## config.mk

```make
export PLATFORM = sky130hd
export DESIGN_NAME = frame_line_streamer_flat
export DESIGN_NICKNAME = d
export VERILOG_FILES = /design/src/rtl/frame_line_streamer_pkg.sv /design/src/rtl/frame_line_streamer_if.sv /design/src/rtl/frame_line_streamer_pipe.sv /design/src/rtl/frame_line_streamer.sv /design/src/flat_wrapper.sv
export SDC_FILE = /design/constraint.sdc
export NUM_CORES = 1
export LEC_CHECK = 0
export CORE_ASPECT_RATIO = 0.8
export CORE_MARGIN = 5
export CORE_UTILIZATION = 40
export DETAILED_ROUTE_END_ITERATION = 6
export PLACE_DENSITY_LB_ADDON = 0.1
export SYNTH_ARGS = -nofsm -noshare
export SYNTH_HDL_FRONTEND = slang
export SYNTH_HIERARCHICAL = 1
export SYNTH_SLANG_ARGS = --single-unit
```

## constraint.sdc

```tcl
create_clock -name clk -period 4.75 [get_ports clk]
set_input_delay 0.7125 -clock clk [delete_from_list [all_inputs] [get_ports clk]]
set_output_delay 0.7125 -clock clk [all_outputs]
set_load 0.02 [all_outputs]
```

## src/rtl/frame_line_streamer_pkg.sv

```systemverilog
// Shared types and constants for the frame line streamer and its line-buffer peer.
package frame_line_streamer_pkg;

    localparam int DEFAULT_DATA_WIDTH     = 8;
    localparam int DEFAULT_ADDR_WIDTH     = 11;
    localparam int DEFAULT_MEM_ADDR_WIDTH = 20;

    // The line buffer needs at least this many idle cycles to reset its column counter.
    localparam int HBLANK_MIN = 3;

    typedef enum logic [2:0] {
        ST_IDLE,
        ST_READ,
        ST_BLANK,
        ST_FLUSH,
        ST_DONE
    } state_t;

    // Bits needed to hold values 0..n (at least one bit).
    function automatic int cnt_width(input int n);
        return (n <= 1) ? 1 : $clog2(n + 1);
    endfunction

endpackage

```

## src/rtl/frame_line_streamer_if.sv

```systemverilog
// Frame request, frame-memory read port and pixel-stream output bundle.
interface frame_line_streamer_if
    import frame_line_streamer_pkg::*;
#(
    parameter int DATA_WIDTH     = DEFAULT_DATA_WIDTH,
    parameter int ADDR_WIDTH     = DEFAULT_ADDR_WIDTH,
    parameter int MEM_ADDR_WIDTH = DEFAULT_MEM_ADDR_WIDTH
);

    logic                      Start;
    logic [ADDR_WIDTH-1:0]     LineWidth;
    logic [ADDR_WIDTH-1:0]     LineCount;
    logic [MEM_ADDR_WIDTH-1:0] MemAddr;
    logic                      MemRdEn;
    logic [DATA_WIDTH-1:0]     MemData;
    logic                      DataEn;
    logic [DATA_WIDTH-1:0]     PixelData;
    logic                      LineStart;
    logic                      Busy;
    logic                      FrameDone;

    // Streamer side.
    modport master (
        input  Start, LineWidth, LineCount, MemData,
        output MemAddr, MemRdEn, DataEn, PixelData, LineStart, Busy, FrameDone
    );

    // Requester / memory / line-buffer side.
    modport slave (
        output Start, LineWidth, LineCount, MemData,
        input  MemAddr, MemRdEn, DataEn, PixelData, LineStart, Busy, FrameDone
    );

endinterface

```

## src/rtl/frame_line_streamer_pipe.sv

```systemverilog
// Two-stage delay aligning the read/flush strobes with the memory read data.
module stream_pipe_reg
    import frame_line_streamer_pkg::*;
#(
    parameter int DATA_WIDTH = DEFAULT_DATA_WIDTH
) (
    input  logic                  clk,
    input  logic                  rst,
    input  logic                  rd_en,
    input  logic                  flush_en,
    input  logic                  first,
    input  logic [DATA_WIDTH-1:0] mem_data,
    output logic                  data_en,
    output logic [DATA_WIDTH-1:0] pixel,
    output logic                  line_start
);

    logic en_q;
    logic zero_q;
    logic first_q;

    // Stage 1: strobes wait out the one-cycle memory read latency.
    always_ff @(posedge clk) begin
        if (rst) begin
            en_q    <= 1'b0;
            zero_q  <= 1'b0;
            first_q <= 1'b0;
        end else begin
            en_q    <= rd_en | flush_en;
            zero_q  <= flush_en;
            first_q <= first;
        end
    end

    // Stage 2: register the pixel (zero for flush rows); hold it between bursts.
    always_ff @(posedge clk) begin
        if (rst) begin
            data_en    <= 1'b0;
            line_start <= 1'b0;
            pixel      <= '0;
        end else begin
            data_en    <= en_q;
            line_start <= first_q;
            if (en_q) begin
                pixel <= zero_q ? '0 : mem_data;
            end
        end
    end

endmodule

```

## src/rtl/frame_line_streamer.sv

```systemverilog
// Reads one frame in raster order and streams it as per-row DataEn bursts,
// separated by HBLANK idle cycles, followed by FLUSH_LINES zero rows.
module frame_line_streamer
    import frame_line_streamer_pkg::*;
#(
    parameter int DATA_WIDTH     = DEFAULT_DATA_WIDTH,
    parameter int ADDR_WIDTH     = DEFAULT_ADDR_WIDTH,
    parameter int MEM_ADDR_WIDTH = DEFAULT_MEM_ADDR_WIDTH,
    parameter int HBLANK         = 4,
    parameter int FLUSH_LINES    = 2
) (
    input  logic                  clk,
    input  logic                  rst,
    frame_line_streamer_if.master bus
);

    if (HBLANK < HBLANK_MIN) begin : g_hblank_check
        $error("frame_line_streamer: HBLANK below the line-buffer minimum");
    end

    localparam int BLANK_W = cnt_width(HBLANK);
    localparam int FLUSH_W = cnt_width(FLUSH_LINES);

    localparam logic [BLANK_W-1:0]        BLANK_LAST = BLANK_W'(HBLANK - 1);
    localparam logic [BLANK_W-1:0]        BLANK_ONE  = BLANK_W'(1);
    localparam logic [FLUSH_W-1:0]        FLUSH_ROWS = FLUSH_W'(FLUSH_LINES);
    localparam logic [FLUSH_W-1:0]        FLUSH_ONE  = FLUSH_W'(1);
    localparam logic [ADDR_WIDTH-1:0]     ADDR_ONE   = ADDR_WIDTH'(1);
    localparam logic [MEM_ADDR_WIDTH-1:0] MEM_ONE    = MEM_ADDR_WIDTH'(1);

    state_t                    state;
    logic [ADDR_WIDTH-1:0]     width;
    logic [ADDR_WIDTH-1:0]     height;
    logic [ADDR_WIDTH-1:0]     col;
    logic [ADDR_WIDTH-1:0]     row;
    logic                      image_done;
    logic [FLUSH_W-1:0]        flush_row;
    logic [BLANK_W-1:0]        blank_cnt;
    logic [MEM_ADDR_WIDTH-1:0] mem_addr;
    logic                      rd_en;
    logic                      flush_en;
    logic                      first;
    logic                      busy;
    logic                      frame_done;

    logic                      data_en;
    logic [DATA_WIDTH-1:0]     pixel;
    logic                      line_start;

    // Frame sequencing; BLANK starts on the cycle after the last strobe, so
    // with the fixed 2-cycle pipe the DataEn gap equals HBLANK exactly.
    always_ff @(posedge clk) begin
        if (rst) begin
            state      <= ST_IDLE;
            width      <= '0;
            height     <= '0;
            col        <= '0;
            row        <= '0;
            image_done <= 1'b0;
            flush_row  <= '0;
            blank_cnt  <= '0;
            mem_addr   <= '0;
            rd_en      <= 1'b0;
            flush_en   <= 1'b0;
            first      <= 1'b0;
            busy       <= 1'b0;
            frame_done <= 1'b0;
        end else begin
            first      <= 1'b0;
            frame_done <= 1'b0;
            case (state)
                ST_IDLE: begin
                    if (bus.Start) begin
                        width      <= bus.LineWidth;
                        height     <= bus.LineCount;
                        busy       <= 1'b1;
                        col        <= '0;
                        row        <= '0;
                        image_done <= 1'b0;
                        flush_row  <= '0;
                        blank_cnt  <= '0;
                        mem_addr   <= '0;
                        if (bus.LineWidth == '0 || bus.LineCount == '0) begin
                            state <= ST_DONE;
                        end else begin
                            state <= ST_READ;
                            rd_en <= 1'b1;
                            first <= 1'b1;
                        end
                    end
                end
                ST_READ: begin
                    mem_addr <= mem_addr + MEM_ONE;
                    if (col == width - ADDR_ONE) begin
                        col   <= '0;
                        rd_en <= 1'b0;
                        state <= ST_BLANK;
                        if (row == height - ADDR_ONE) begin
                            image_done <= 1'b1;
                        end else begin
                            row <= row + ADDR_ONE;
                        end
                    end else begin
                        col <= col + ADDR_ONE;
                    end
                end
                ST_FLUSH: begin
                    if (col == width - ADDR_ONE) begin
                        col       <= '0;
                        flush_en  <= 1'b0;
                        flush_row <= flush_row + FLUSH_ONE;
                        state     <= ST_BLANK;
                    end else begin
                        col <= col + ADDR_ONE;
                    end
                end
                ST_BLANK: begin
                    if (blank_cnt == BLANK_LAST) begin
                        blank_cnt <= '0;
                        if (!image_done) begin
                            state <= ST_READ;
                            rd_en <= 1'b1;
                            first <= 1'b1;
                        end else if (flush_row != FLUSH_ROWS) begin
                            state    <= ST_FLUSH;
                            flush_en <= 1'b1;
                            first    <= 1'b1;
                        end else begin
                            state <= ST_DONE;
                        end
                    end else begin
                        blank_cnt <= blank_cnt + BLANK_ONE;
                    end
                end
                ST_DONE: begin
                    frame_done <= 1'b1;
                    busy       <= 1'b0;
                    state      <= ST_IDLE;
                end
                default: state <= ST_IDLE;
            endcase
        end
    end

    stream_pipe_reg #(
        .DATA_WIDTH(DATA_WIDTH)
    ) u_pipe (
        .clk       (clk),
        .rst       (rst),
        .rd_en     (rd_en),
        .flush_en  (flush_en),
        .first     (first),
        .mem_data  (bus.MemData),
        .data_en   (data_en),
        .pixel     (pixel),
        .line_start(line_start)
    );

    assign bus.MemAddr   = mem_addr;
    assign bus.MemRdEn   = rd_en;
    assign bus.DataEn    = data_en;
    assign bus.PixelData = pixel;
    assign bus.LineStart = line_start;
    assign bus.Busy      = busy;
    assign bus.FrameDone = frame_done;

endmodule

```

## src/flat_wrapper.sv

```systemverilog
// flat-port wrapper written by rule: the top's interface ports become plain ports
module frame_line_streamer_flat import frame_line_streamer_pkg::*;
#(
    parameter int DATA_WIDTH     = DEFAULT_DATA_WIDTH,
    parameter int ADDR_WIDTH     = DEFAULT_ADDR_WIDTH,
    parameter int MEM_ADDR_WIDTH = DEFAULT_MEM_ADDR_WIDTH,
    parameter int HBLANK         = 4,
    parameter int FLUSH_LINES    = 2
)
  (clk, rst, bus_Start, bus_LineWidth, bus_LineCount, bus_MemData, bus_MemAddr, bus_MemRdEn, bus_DataEn, bus_PixelData, bus_LineStart, bus_Busy, bus_FrameDone);
  frame_line_streamer_if #(.DATA_WIDTH(DATA_WIDTH), .ADDR_WIDTH(ADDR_WIDTH), .MEM_ADDR_WIDTH(MEM_ADDR_WIDTH)) bus_i ();
  input  logic clk;
  input  logic rst;
  input wire logic [$bits(bus_i.Start)-1:0] bus_Start;
  input wire logic [$bits(bus_i.LineWidth)-1:0] bus_LineWidth;
  input wire logic [$bits(bus_i.LineCount)-1:0] bus_LineCount;
  input wire logic [$bits(bus_i.MemData)-1:0] bus_MemData;
  output wire logic [$bits(bus_i.MemAddr)-1:0] bus_MemAddr;
  output wire logic [$bits(bus_i.MemRdEn)-1:0] bus_MemRdEn;
  output wire logic [$bits(bus_i.DataEn)-1:0] bus_DataEn;
  output wire logic [$bits(bus_i.PixelData)-1:0] bus_PixelData;
  output wire logic [$bits(bus_i.LineStart)-1:0] bus_LineStart;
  output wire logic [$bits(bus_i.Busy)-1:0] bus_Busy;
  output wire logic [$bits(bus_i.FrameDone)-1:0] bus_FrameDone;
  assign bus_i.Start = bus_Start;
  assign bus_i.LineWidth = bus_LineWidth;
  assign bus_i.LineCount = bus_LineCount;
  assign bus_i.MemData = bus_MemData;
  assign bus_MemAddr = bus_i.MemAddr;
  assign bus_MemRdEn = bus_i.MemRdEn;
  assign bus_DataEn = bus_i.DataEn;
  assign bus_PixelData = bus_i.PixelData;
  assign bus_LineStart = bus_i.LineStart;
  assign bus_Busy = bus_i.Busy;
  assign bus_FrameDone = bus_i.FrameDone;
  frame_line_streamer #(.DATA_WIDTH(DATA_WIDTH), .ADDR_WIDTH(ADDR_WIDTH), .MEM_ADDR_WIDTH(MEM_ADDR_WIDTH), .HBLANK(HBLANK), .FLUSH_LINES(FLUSH_LINES)) u_core (.clk(clk), .rst(rst), .bus(bus_i));
endmodule
```

==> impl_summary.txt <==
----------------------------------------------------
[STA]
  Final count of negative-setup-slack endpoints ... 0
  Final critical-path setup slack ... approximately 1.5 ns
  Slew at the pin closest to its max-slew limit ... approximately 0.65 ns
  Smallest hold slack ... between 0.4 and 0.5 ns
  Worst slew margin ... a little under three fifths
  Count of final hold-check violations ... 0
  Slew Limit Fails ... 0
  Fin crit period ... roughly 3.3 ns
  Setup repair after global routing missed its margin ... false
  Setup TNS ... 0 ns
  Highest attainable clock frequency ... about 0.3 GHz
  Final period utilization ... 69.29%
  Worst-case clock skew ... roughly 0.012 ns

[Setup path]
  Master of the slowest instance on the critical path ... sky130_fd_sc_hd__nor3b_1
  Flop-to-flop setup slack ... 1.46 ns
  Crit. Startpoint ... u_core/width[0]$_SDFFE_PP0P_
  Biggest fanout along the worst timing path ... 15
  Required arrival time at the worst endpoint ... 5.02 ns
  Worst reg-to-reg path cell count ... 10
  CP most frequent cell ... sky130_fd_sc_hd__a21oi_1
  Reg-to-Reg End ... u_core/row[9]$_SDFFE_PP0P_
  Crit-path max cell delay ... roughly 0.53 ns
  Number of buffers and inverters on the critical path ... 1
  Element type at the critical path end ... register
  Series of cell instances along the critical path ... inv_1 > ha_1 > nor3b_1 > a21oi_1 > a2111oi_0 > nand3_1 > nor4_4 > a21oi_4 > or4_1 > a21oi_1
  Data arrival time of the worst path ... 3.56 ns
  Startpoint of the worst-slack reg-to-reg timing path ... u_core/width[0]$_SDFFE_PP0P_
  Setup Crit Path Kind ... register to register
  Startpoint kind of the worst setup timing path ... register
  Kind of cell adding the most delay to the critical path ... simple AND/OR/NAND/NOR gates

[Synth]
  Sequential cell area fraction in the yosys report ... 39.21%
  Synth async-reset ratio ... 0%
  Post-synthesis cell count ... between 500 and 600
  Largest cells by area after synthesis ... sky130_fd_sc_hd__dfxtp_1, sky130_fd_sc_hd__nand2_1, sky130_fd_sc_hd__a21oi_1, sky130_fd_sc_hd__nor2_1, sky130_fd_sc_hd__nand3_1
  Number of nets in the synthesized netlist ... a little over 600
  Share of Yosys cell area claimed by the top area cell type ... 39.21%
  Number of distinct standard cells referenced by the synthesized netlist ... 60
  Number of flops mapped to enable cells by yosys ... 0
  Synth top cells by count ... sky130_fd_sc_hd__dfxtp_1, sky130_fd_sc_hd__nand2_1, sky130_fd_sc_hd__nor2_1
  Cell accounting for the most synthesized area ... sky130_fd_sc_hd__dfxtp_1
  Mean Syn Cell Area ... around 8.0 um2
  Most repeated cell in the gate-level netlist after synthesis ... sky130_fd_sc_hd__dfxtp_1
  Most instantiated flip-flop cell in the synthesis netlist ... sky130_fd_sc_hd__dfxtp_1
  Yosys synthesis warning count ... 6
  Area of the mapped netlist ... 0.004646 mm2
  Synth Register Bits ... slightly above 90

[Power]
  Total leakage power ... between 1.5 and 2 nW
  Max IR drop VDD ... around 0.17 mV
  Internal portion of total power ... around 1.4 mW
  Switching fraction of total power ... between 20 and 30%
  Total design power ... between 1.5 and 2 mW
  Combinational power share ... between 10% and 20%
  Share of power burned in the clock network ... between 30% and 40%
  Sequential Power Share ... between 40% and 50%
  Switching component of the power ... 0.5249 mW
  Power per cell area ... 331.5 mW/mm2

[Placed design]
  Count of input and output buffers ... 65
  Setup Slack @ Placement ... 1.483 ns
  Final weighted congestion in routability-driven placement ... roughly 0.83
  Placed Instances ... 771
  HPWL Detailed ... between 8000 and 9000 um
  DP Area ... between 0.005 and 0.006 mm2

[Final layout]
  Post-route cell area ... ~0.0057 mm2
  Area taken by flip-flops and latches ... about 0.0018 mm2
  Final net count ... 674
  Number of standard cells in the layout, taps in and fillers out ... ~790
  Count of inserted antenna diode cells ... 0
  Multi-input gate area ... about 0.0026 mm2
  Relative area change from synthesis to final layout ... 22.11%
  Share of layout cells above drive strength 1 ... under 10%
  Finished Core Util ... roughly 50%
  Fill cells ... ~1,100

[Clock network]
  CTS-repair resized insts ... 0
  CTS tree ... yes
  Level count of the clock H-tree ... 3
  Number of buffers inserted during clock tree synthesis ... 9
  Worst-path clk slew ... around 0.070 ns
  Clk_lat worst skew ... approximately 0.35 ns
  Buffers from clock root to sink, at most ... 2
  Hold buffer count at cts ... 0
  Post-CTS Setup Repair Bufs ... 0
  Root cell of the clock tree ... sky130_fd_sc_hd__clkbuf_16
  Number of sinks driven by the clock tree ... a little over 90

[Global route]
  Number of global-route vias before repair ... 4,114
  Overall global routing resource usage ... between 15 and 20%
  Total global routing overflow ... 0
  Antenna violations before repair ... 0
  Pin count of the biggest net entering global routing ... 40
  First-pass GRT wire length ... between 15,000 and 20,000 um

[Detailed routing]
  Routed len/inst ... approximately 15 um
  Final wirelength ... 11,530 um
  Number of vias in the routed layout ... 4,255
  Pre-Repair DR Iteration Count ... 5
  Count of nets left with antenna violations after detail routing ... 0
  Count of unresolved DRC violations after routing ... 0
  Number of design-rule violations left by the first detailed-router iteration ... around 220
  Number of vias per cell ... around 5.4

[Floorplanning]
  Placeable core area ... between 0.01 and 0.015 mm2
  Number of placement rows ... 35
  Width of the die ... approximately 130 um
  Overall die area ... roughly 0.014 mm2
  Vertical die dimension ... approximately 110 um
  Effective utilization at floorplan ... 40.65%
  Number of placed I/O pins ... 66

[Hold path]
  WHS Path Cells ... 2
  Hold_sp ... u_core/blank_cnt[2]$_SDFFE_PP0P_
  Worst hold path type ... register to register
  Worst Hold Path EP ... u_core/blank_cnt[2]$_SDFFE_PP0P_

[Flow run]
  Max-capacitance violation count ... 0

[Outcome]
  Run status ... finished clean

----------------------------------------------------
## final cells by class
type / count / area share, %
Tap cell: 148 / 3.264
Inverter: 13 / 0.8602
Clock inverter: 6 / 1.103
Clock buffer: 10 / 4.213
Multi-Input combinational cell: 450 / 46.54
Timing Repair Buffer: 69 / 11.91
Sequential cell: 91 / 32.11
## cells in the final DEF, fill, tap and decap left out, types with 13 or more instances in the layout
cell type	instances
sky130_fd_sc_hd__inv_1	13
sky130_fd_sc_hd__or3_1	13
sky130_fd_sc_hd__xor2_1	14
sky130_fd_sc_hd__xnor2_1	14
sky130_fd_sc_hd__a21oi_1	58
sky130_fd_sc_hd__nor2_1	62
sky130_fd_sc_hd__nand2_1	84
sky130_fd_sc_hd__dfxtp_1	91
sky130_fd_sc_hd__clkdlybuf4s50_1	64
sky130_fd_sc_hd__o21ai_0	17
sky130_fd_sc_hd__nand3_1	29
## worst reg2reg max path, cell delays in order (launching register included)
cell	delay, ns
sky130_fd_sc_hd__dfxtp_1	0.37
sky130_fd_sc_hd__inv_1	0.08
sky130_fd_sc_hd__ha_1	0.22
sky130_fd_sc_hd__nor3b_1	0.53
sky130_fd_sc_hd__a21oi_1	0.14
sky130_fd_sc_hd__a2111oi_0	0.46
sky130_fd_sc_hd__nand3_1	0.20
sky130_fd_sc_hd__nor4_4	0.39
sky130_fd_sc_hd__a21oi_4	0.17
sky130_fd_sc_hd__or4_1	0.52
sky130_fd_sc_hd__a21oi_1	0.14
## per-layer routing
layer / GRT usage (%) / part of all wire, %
met1: 22.03 / 48
met2: 26.55 / 44
met3: 4.972 / 5.9
met4: 5.653 / 1.7
met5: 0 / 0
## cell families (layout without fill, tap and decap cells)
kind of cell               Yosys count  count (layout)  synth area share (%)
muxes                               11              11                 2.559
and+or+nand+nor                    282             282                 30.65
DFF                                 91              91                 39.21
adders and majority gates            7               7                 1.885
AOI/OAI and AO/OA                  122             122                 16.46
buffers and inverters               40              98                 3.959
xor gates and xnor gates            28              28                 5.279
## sequential cells by signal, indices dropped and copies added, names as in the netlist, 2 cells and up
signal and cells:
u_core/col 11, u_core/bus.MemAddr 20, u_core/blank_cnt 3, u_core/state 3, u_core/width 11, u_core/flush_row 2, u_core/row 11, u_core/u_pipe/pixel 8
u_core/height 11
## power groups by stage
stage	Sequential (mW)	Clock (mW)	Combinational [mW]
finish	0.838	0.723	0.320
global route	0.844	0.773	0.355
CTS	0.837	0.745	0.321
detailed placement	0.854	0	0.319
global placement	0.852	0	0.315
floorplan	0.847	0	0.223
## worst max path at each step
stage	depth (start not counted)	endpoint	slack, ns
after detailed placement	10	u_core/row[9]$_SDFFE_PP0P_	1.48
final	10	u_core/row[9]$_SDFFE_PP0P_	1.46
after floorplan	12	u_core/flush_en$_SDFFE_PP0P_	1.93
after global placement	10	u_core/row[9]$_SDFFE_PP0P_	1.70
after CTS	10	u_core/row[9]$_SDFFE_PP0P_	1.47
after global routing	10	u_core/row[9]$_SDFFE_PP0P_	1.20
Power figures use the tool's default switching activity.
